`config.mk`:
```
export PLATFORM = sky130hd
export DESIGN_NAME = cascade_master_drv
export DESIGN_NICKNAME = d
export VERILOG_FILES = /design/src/rtl/cascade_master_drv.sv
export SDC_FILE = /design/constraint.sdc
export NUM_CORES = 1
export LEC_CHECK = 0
export CORE_MARGIN = 3
export CORE_UTILIZATION = 48
export DETAILED_ROUTE_END_ITERATION = 8
export PLACE_DENSITY = 0.83
export SLEW_MARGIN = 20
export SYNTH_ARGS = -nofsm -noshare
export SYNTH_HDL_FRONTEND = slang
export SYNTH_SLANG_ARGS = --single-unit
```
`constraint.sdc`:
```
create_clock -name clk -period 3.9 [get_ports clk]
set_input_delay 0.78 -clock clk [delete_from_list [all_inputs] [get_ports clk]]
set_output_delay 0.78 -clock clk [all_outputs]
set_load 0.1 [all_outputs]
```
`src/rtl/cascade_master_drv.sv`:
```
// cascade_master_drv
// Master-side cascade driver for an 8259A-style interrupt controller.
// During an INTA sequence it counts INTA pulses. When the acknowledged IR
// has a slave attached, it drives that IR index (the slave ID) onto CAS[2:0].
// It also gates the master's own vector-byte drive.
//
// Optional feature: define CASCADE_TIMEOUT_EN to enable the inter-pulse
// timeout abort (limit set by TIMEOUT_CYCLES). When it is undefined, the
// W-states wait forever and seq_abort is tied low.
//
// Ports:
//   clk           system clock
//   rst           asynchronous active-high reset
//   intan         INTA strobe, active low, synchronous to clk
//   is_master     device is the cascade master
//   sngl          single mode (no cascading)
//   mode_8086     1: 2-pulse sequence, 0: 3-pulse (8080) sequence
//   icw3_slaves   bit i set = slave on IRi
//   ack_ir        IR index from the priority resolver
//   ack_valid     ack_ir is valid
//   cas_out       CAS drive value
//   cas_oe        CAS output enable
//   master_vec_en master may drive the vector byte(s)
//   inta_idx      current pulse number (0 = idle)
//   spurious      sequence began without a valid ack
//   seq_done      one-cycle pulse on normal completion
//   seq_abort     one-cycle pulse on timeout abort
//
// state | meaning
// IDLE  | no acknowledge sequence in progress
// P1    | first INTA pulse low
// W2    | waiting for second INTA fall
// P2    | second INTA pulse low
// W3    | waiting for third INTA fall (8080 only)
// P3    | third INTA pulse low (8080 only)
module cascade_master_drv #(
    parameter int TIMEOUT_CYCLES = 255
) (
    input  logic       clk,
    input  logic       rst,
    input  logic       intan,
    input  logic       is_master,
    input  logic       sngl,
    input  logic       mode_8086,
    input  logic [7:0] icw3_slaves,
    input  logic [2:0] ack_ir,
    input  logic       ack_valid,
    output logic [2:0] cas_out,
    output logic       cas_oe,
    output logic       master_vec_en,
    output logic [1:0] inta_idx,
    output logic       spurious,
    output logic       seq_done,
    output logic       seq_abort
);

    typedef enum logic [2:0] {
        IDLE = 3'd0,
        P1   = 3'd1,
        W2   = 3'd2,
        P2   = 3'd3,
        W3   = 3'd4,
        P3   = 3'd5
    } state_t;

    if (TIMEOUT_CYCLES < 1 || TIMEOUT_CYCLES > 255) begin : g_bad_timeout
        $error("cascade_master_drv: TIMEOUT_CYCLES must be in 1..255");
    end

    state_t     state_q, state_n;
    logic       intan_q;
    logic [2:0] ir_q, ir_n;
    logic       sel_q, sel_n;
    logic       spur_q, spur_n;
    logic       done_n, abort_n;
    logic       oe_n;
    logic       vec_n;
    logic [1:0] idx_n;
    logic       fall, rise;

    logic [2:0] cas_out_q;
    logic       cas_oe_q;
    logic       vec_q;
    logic [1:0] idx_q;
    logic       done_q;
    logic       abort_q;

    assign fall = intan_q & ~intan;
    assign rise = ~intan_q & intan;

`ifdef CASCADE_TIMEOUT_EN
    localparam logic [8:0] TMO_LIMIT = 9'(TIMEOUT_CYCLES);
    logic [7:0] tmo_cnt_q;
`endif

    always_comb begin
        state_n = state_q;
        ir_n    = ir_q;
        sel_n   = sel_q;
        spur_n  = spur_q;
        done_n  = 1'b0;
        abort_n = 1'b0;
        case (state_q)
            IDLE: if (fall) begin
                state_n = P1;
                ir_n    = ack_valid ? ack_ir : 3'd7;
                spur_n  = ~ack_valid;
                sel_n   = is_master & ~sngl & icw3_slaves[ir_n];
            end
            P1: if (rise) state_n = W2;
            W2: if (fall) state_n = P2;
            P2: if (rise) begin
                if (mode_8086) begin
                    state_n = IDLE;
                    done_n  = 1'b1;
                end else begin
                    state_n = W3;
                end
            end
            W3: if (fall) state_n = P3;
            P3: if (rise) begin
                state_n = IDLE;
                done_n  = 1'b1;
            end
            default: state_n = IDLE;
        endcase
`ifdef CASCADE_TIMEOUT_EN
        // A fall arriving on the limit cycle wins over the abort.
        if ((state_q == W2 || state_q == W3) && !fall &&
            ({1'b0, tmo_cnt_q} + 9'd1 == TMO_LIMIT)) begin
            state_n = IDLE;
            abort_n = 1'b1;
        end
`endif
    end

    // Output flops are loaded from next-state values, so that they are valid
    // immediately after the edge that detects the INTA transition.
    always_comb begin
        oe_n  = (state_n != IDLE) & sel_n;
        vec_n = (state_n == P2 || state_n == P3) & ~sel_n & is_master;
        case (state_n)
            P1, W2:  idx_n = 2'd1;
            P2, W3:  idx_n = 2'd2;
            P3:      idx_n = 2'd3;
            default: idx_n = 2'd0;
        endcase
    end

    always_ff @(posedge clk or posedge rst) begin
        if (rst) begin
            state_q   <= IDLE;
            intan_q   <= 1'b1;
            ir_q      <= 3'd0;
            sel_q     <= 1'b0;
            spur_q    <= 1'b0;
            cas_out_q <= 3'b000;
            cas_oe_q  <= 1'b0;
            vec_q     <= 1'b0;
            idx_q     <= 2'd0;
            done_q    <= 1'b0;
            abort_q   <= 1'b0;
        end else begin
            state_q   <= state_n;
            intan_q   <= intan;
            ir_q      <= ir_n;
            sel_q     <= sel_n;
            spur_q    <= spur_n;
            cas_out_q <= oe_n ? ir_n : 3'b000;
            cas_oe_q  <= oe_n;
            vec_q     <= vec_n;
            idx_q     <= idx_n;
            done_q    <= done_n;
            abort_q   <= abort_n;
        end
    end

`ifdef CASCADE_TIMEOUT_EN
    always_ff @(posedge clk or posedge rst) begin
        if (rst) begin
            tmo_cnt_q <= 8'd0;
        end else if (state_n != state_q) begin
            tmo_cnt_q <= 8'd0;
        end else if (state_q == W2 || state_q == W3) begin
            tmo_cnt_q <= tmo_cnt_q + 8'd1;
        end else begin
            tmo_cnt_q <= 8'd0;
        end
    end
`endif

    assign cas_out       = cas_out_q;
    assign cas_oe        = cas_oe_q;
    assign master_vec_en = vec_q;
    assign inta_idx      = idx_q;
    assign spurious      = spur_q;
    assign seq_done      = done_q;
    assign seq_abort     = abort_q;

endmodule

```
; Yosys cells after proc, flatten, opt, wreduce, memory -nomap -nowiden
; Cells that the tools add are included.
[word_totals]
register_bits = 17
input_bits = 18
out_inout_bits = 10
word_cells = 60
[classes]
order_cmp = 1
eq_ne = 10
n_mux = 21
bitwise = 12
reduce_logical = 6
[op_table]
columns = op, count
row1 = $mux W3, 11
row2 = $pmux W3 S6, 1
row3 = $eq A3 B2 Y1 const B, 4
row4 = $eq A3 B3 Y1 const B, 4
row5 = $and A1 B1 Y1, 7
row6 = $eq A3 B1 Y1 const B, 2
row7 = $mux W1, 6
row8 = $pmux W2 S3, 1
row9 = $not A1 Y1, 5
row10 = $lt A3 B4 Y1 const B, 1
row11 = $reduce_or A2 Y1, 2
row12 = $bmux W1 S3, 1
row13 = $logic_not A3 Y1, 1
row14 = $reduce_bool A3 Y1, 1
row15 = $pmux W1 S2, 1
row16 = $reduce_and A2 Y1, 1
row17 = $logic_or A1 B1 Y1, 1

; Depth between registers and ports, before layout
[depth]
depth_word = 9
depth_mapped = 5

; Worst setup path after synthesis
; No wires, ideal clock.
[synth_path]
kind = input to register
start = input intan
end = register vec_q, in the netlist master_vec_en
setup_time_ns = 0.094
arrival_time_ns = 1.893
required_ns = 3.806
setup_slack_ns = 1.913
cell_stages = 5
path_buffers = 0
cell_sequence = nand2b_1 -> or4_4 -> a21oi_2 -> a22o_4 -> nor4b_4
[synth_via]
elab_chain_cells = 8
word_cells_on_any_way = 18
[synth_rtl]
columns = item, line_no
row1 = start: declaration, 41  ; input logic intan,
row2 = $not A1 Y1, 88  ; assign fall = intan_q & ~intan;
row3 = $and A1 B1 Y1, 88
row4 = "$mux W3, on equally long branches", "120, 104, 111"
row5 = $pmux W3 S6, 103  ; case (state_q)
row6 = $eq A3 B2 Y1 / $eq A3 B3 Y1 (equally long branches), 141  ; vec_n = (state_n == P2 || state_n == P3) & ~sel_n & is_master;
row7 = $logic_or A1 B1 Y1, 141
row8 = $and A1 B1 Y1 * (2 in a row), 141
row9 = via vec_n, 77  ; logic vec_n;
row10 = end signal: assignment, 171  ; vec_q <= vec_n;
row11 = end: declaration, 83  ; logic vec_q;
; The timed path passes the listed nets; every way through them passes the cells marked *.
; A chain may end at the register's enable or synchronous reset.

; Final worst setup path
[layout_path]
start = register cas_out_q[0], in the netlist cas_out[0]
end = output cas_out[0]
[layout_lines]
columns = item, line_no
row1 = start: declaration, 81  ; logic [2:0] cas_out_q;
row2 = start signal: assignment, 169  ; cas_out_q <= oe_n ? ir_n : 3'b000;
row3 = end: declaration, 48  ; output logic [2:0] cas_out,
; No word-level cell between the ends.

==> flow_summary.json <==
{
  "outcome": "completed",
  "ys_seq_area_share_pct": 48.85,
  "clockRootBuffer": "clkbuf_4",
  "avgRoutedWirePerCell_um": 13.18,
  "yosysTopAreaCell": "dfrtp_1",
  "hold_viol": 0,
  "drtIter0Drc": 19,
  "cp_slowest_cell": "clkdlybuf4s50_1",
  "syn_nets": 102,
  "gp_congestion": 0.7385,
  "die_area_mm2": 0.002367,
  "critical_path.top_delay_family": "buffers and inverters",
  "die_w_um": 48.66,
  "grt_pass1_vias": 708,
  "drc_errors": 0,
  "start_util_pct": 54.19,
  "p_leak_uw": 0.0005057,
  "layout.nets": 131,
  "fillers": 134,
  "via_per_inst": 5.154,
  "synthTopCellsByArea": "dfrtp_1 46%, nand2_1 4.3%, o21ai_0 3.4%",
  "hold_path_class": "reg -> reg",
  "port-buffer-count": 26,
  "cts.sinks": 17,
  "yosysMostFrequentCell": "dfrtp_1",
  "synth_edf_count": 0,
  "fin_worst_skew_ns": 0.0008167,
  "synth_cell_types": 31,
  "period_needed_ns": 2.561,
  "die_y_um": 48.66,
  "pin_count": 28,
  "worst-path-buf-inv": 1,
  "cts_tree": "yes",
  "rsz0062_at_grt": "no",
  "synthCells": 84,
  "grt_start_max_net_pins": 18,
  "setup_tns_ns": 0,
  "cpPeakStageDelay_ns": 1.13,
  "post-place-cells": 132,
  "ir_worst_vdd_uv": 555.0,
  "instances_no_fill": 136,
  "ctsHoldBuffers": 0,
  "syn_to_final_growth_pct": 33.09,
  "worst_pin_slew_ns": 0.9746,
  "p_per_area_mw_per_mm2": 562.9,
  "regArea_um2": 426.7,
  "postRouteAntennaNets": 0,
  "clock_path_buffers": 2,
  "synth_commonest_cells": "16 x dfrtp_1, 10 x nand2_1, 7 x inv_1, 7 x nor2_1, 6 x o21ai_0",
  "p_total_uw": 654.3,
  "fmax_mhz": 390.4,
  "yosysWarnings": 0,
  "num_rows": 14,
  "vias": 701,
  "crit_path_start_kind": "flop",
  "grt_pass1_wl_um": 3208,
  "multiInputGateArea_um2": 392.9,
  "cts_setup_buffers": 0,
  "antenna_found_initial": 0,
  "crit_chain": "clkdlybuf4s50_1",
  "cap_violations": 0,
  "yosys_most_used_dff": "dfrtp_1",
  "cp_max_fo": 1,
  "first_pass_iters": 4,
  "setup_viol": 0,
  "criticalPathCategory": "reg -> out",
  "async_flop_share_pct": 100.0,
  "required_ns": 3.12,
  "syn_area_per_cell_um2": 10.40,
  "grt_remaining_overflow": 0,
  "clk_pin_slew_ns": 0.10,
  "relSlewSlack_pct": 34.82,
  "diodes": 0,
  "totalWireLength_um": 1792,
  "slew_viol_final": 0,
  "drive_gt1_share_pct": 11.61,
  "synth_top_area_share_pct": 45.85,
  "ys_ff_latch": 17,
  "cts_max_level": 1,
  "cts_resized": 0,
  "grt_use_total_pct": 17.22,
  "crit_path_end_kind": "output pin",
  "clock_latency_ns": 0.29,
  "fin_crit_sh_pct": 65.67,
  "place_hpwl_um": 1396,
  "cts-buffers-inserted": 3,
  "arrival_ns": 1.78,
  "fp.coreArea_mm2": 0.001612,
  "syn-cell-area_um2": 873.3
}
==> metal layers <==
| layer | wire length [um] | up-vias | global-route usage [%] | part of all wire, % |
|---|---|---|---|---|
| met5 | 0 | - | 0 | 0 |
| met4 | 23 | 0 | 7.109 | 1.3 |
| met3 | 136 | 3 | 3.988 | 7.6 |
| met2 | 829 | 23 | 28.96 | 46 |
| met1 | 801 | 324 | 21.15 | 45 |
| li1 | - | 351 | - | - |
==> through the flow <==
step	utilization (%)	cell area, um^2	hold slack (ns)	worst slack [ns]
4_1_cts	72.13	1162	0.4918	1.330
5_1_grt	72.13	1162	0.5268	1.276
3_5_place_dp	70.50	1136	0.4670	1.343
3_3_place_gp	70.50	1136	0.4529	1.410
2_1_floorplan	-	873.3	0.4335	1.913
6_report	72.13	1162	0.4866	1.339
==> flip-flops by register name, summed over array words and instances, names as in the netlist <==
signal and cells:
cas_out 3, ir_q 3, state_q 3, inta_idx 2
cas_oe 1, intan_q 1, master_vec_en 1, sel_q 1
seq_done 1, spurious 1
==> layout make-up <==
class	count	share of cell area (%)
Sequential cell	17	36.71
Clock buffer	4	2.261
Timing Repair Buffer	26	22.39
Tap cell	24	2.583
Multi-Input combinational cell	58	33.80
Inverter	7	2.261
==> report_power, final <==
group	internal [uW]	switching, uW
registers	219	30.9
clock network	39.8	55.3
logic	94.3	215
==> worst paths after layout <==
| kind | from | end | slack, ns | depth (start not counted) |
|---|---|---|---|---|
| setup / recovery | cas_out[0]$_DFF_PP0_ | cas_out[0] | 1.34 | 1 |
| hold / removal | ir_q[2]$_DFF_PP0_ | ir_q[2]$_DFF_PP0_ | 0.49 | 2 |
| setup reg to reg | intan_q$_DFF_PP1_ | cas_out[0]$_DFF_PP0_ | 2.14 | 5 |
| hold reg to reg | ir_q[2]$_DFF_PP0_ | ir_q[2]$_DFF_PP0_ | 0.49 | 2 |
| max in group asynchronous | rst | ir_q[2]$_DFF_PP0_ | 2.65 | 2 |
| min in group asynchronous | rst | inta_idx[1]$_DFF_PP0_ | 0.85 | 2 |
==> cell usage in the layout, fill, tap and decap left out, drive strengths merged <==
master	n
inv	7
nor3b	3
a31oi	3
nand2	10
o21ai	6
clkdlybuf4s50	26
and2b	1
nand2b	4
dfstp	1
o221a	1
xnor2	1
o22ai	1
mux2	1
or2b	1
a211oi	2
and3	1
nor4bb	1
nor4b	1
o2111ai	1
a32oi	1
nor2b	3
conb	1
clkbuf	4
or4	1
nor4	1
a21oi	4
dfrtp	16
a211o	1
nor2	7
a22o	1
==> cell families after synthesis <==
group                     after synthesis  share of synthesized area [%]
and+or+nand+nor                        34                          25.22
buffers and inverters                   9                          6.161
DFF                                    17                          48.85
xor gates and xnor gates                1                          1.003
muxes                                   1                          1.289
AOI/OAI and AO/OA                      21                          17.05
other                                   1                         0.4294
Power figures use the tool's default switching activity.
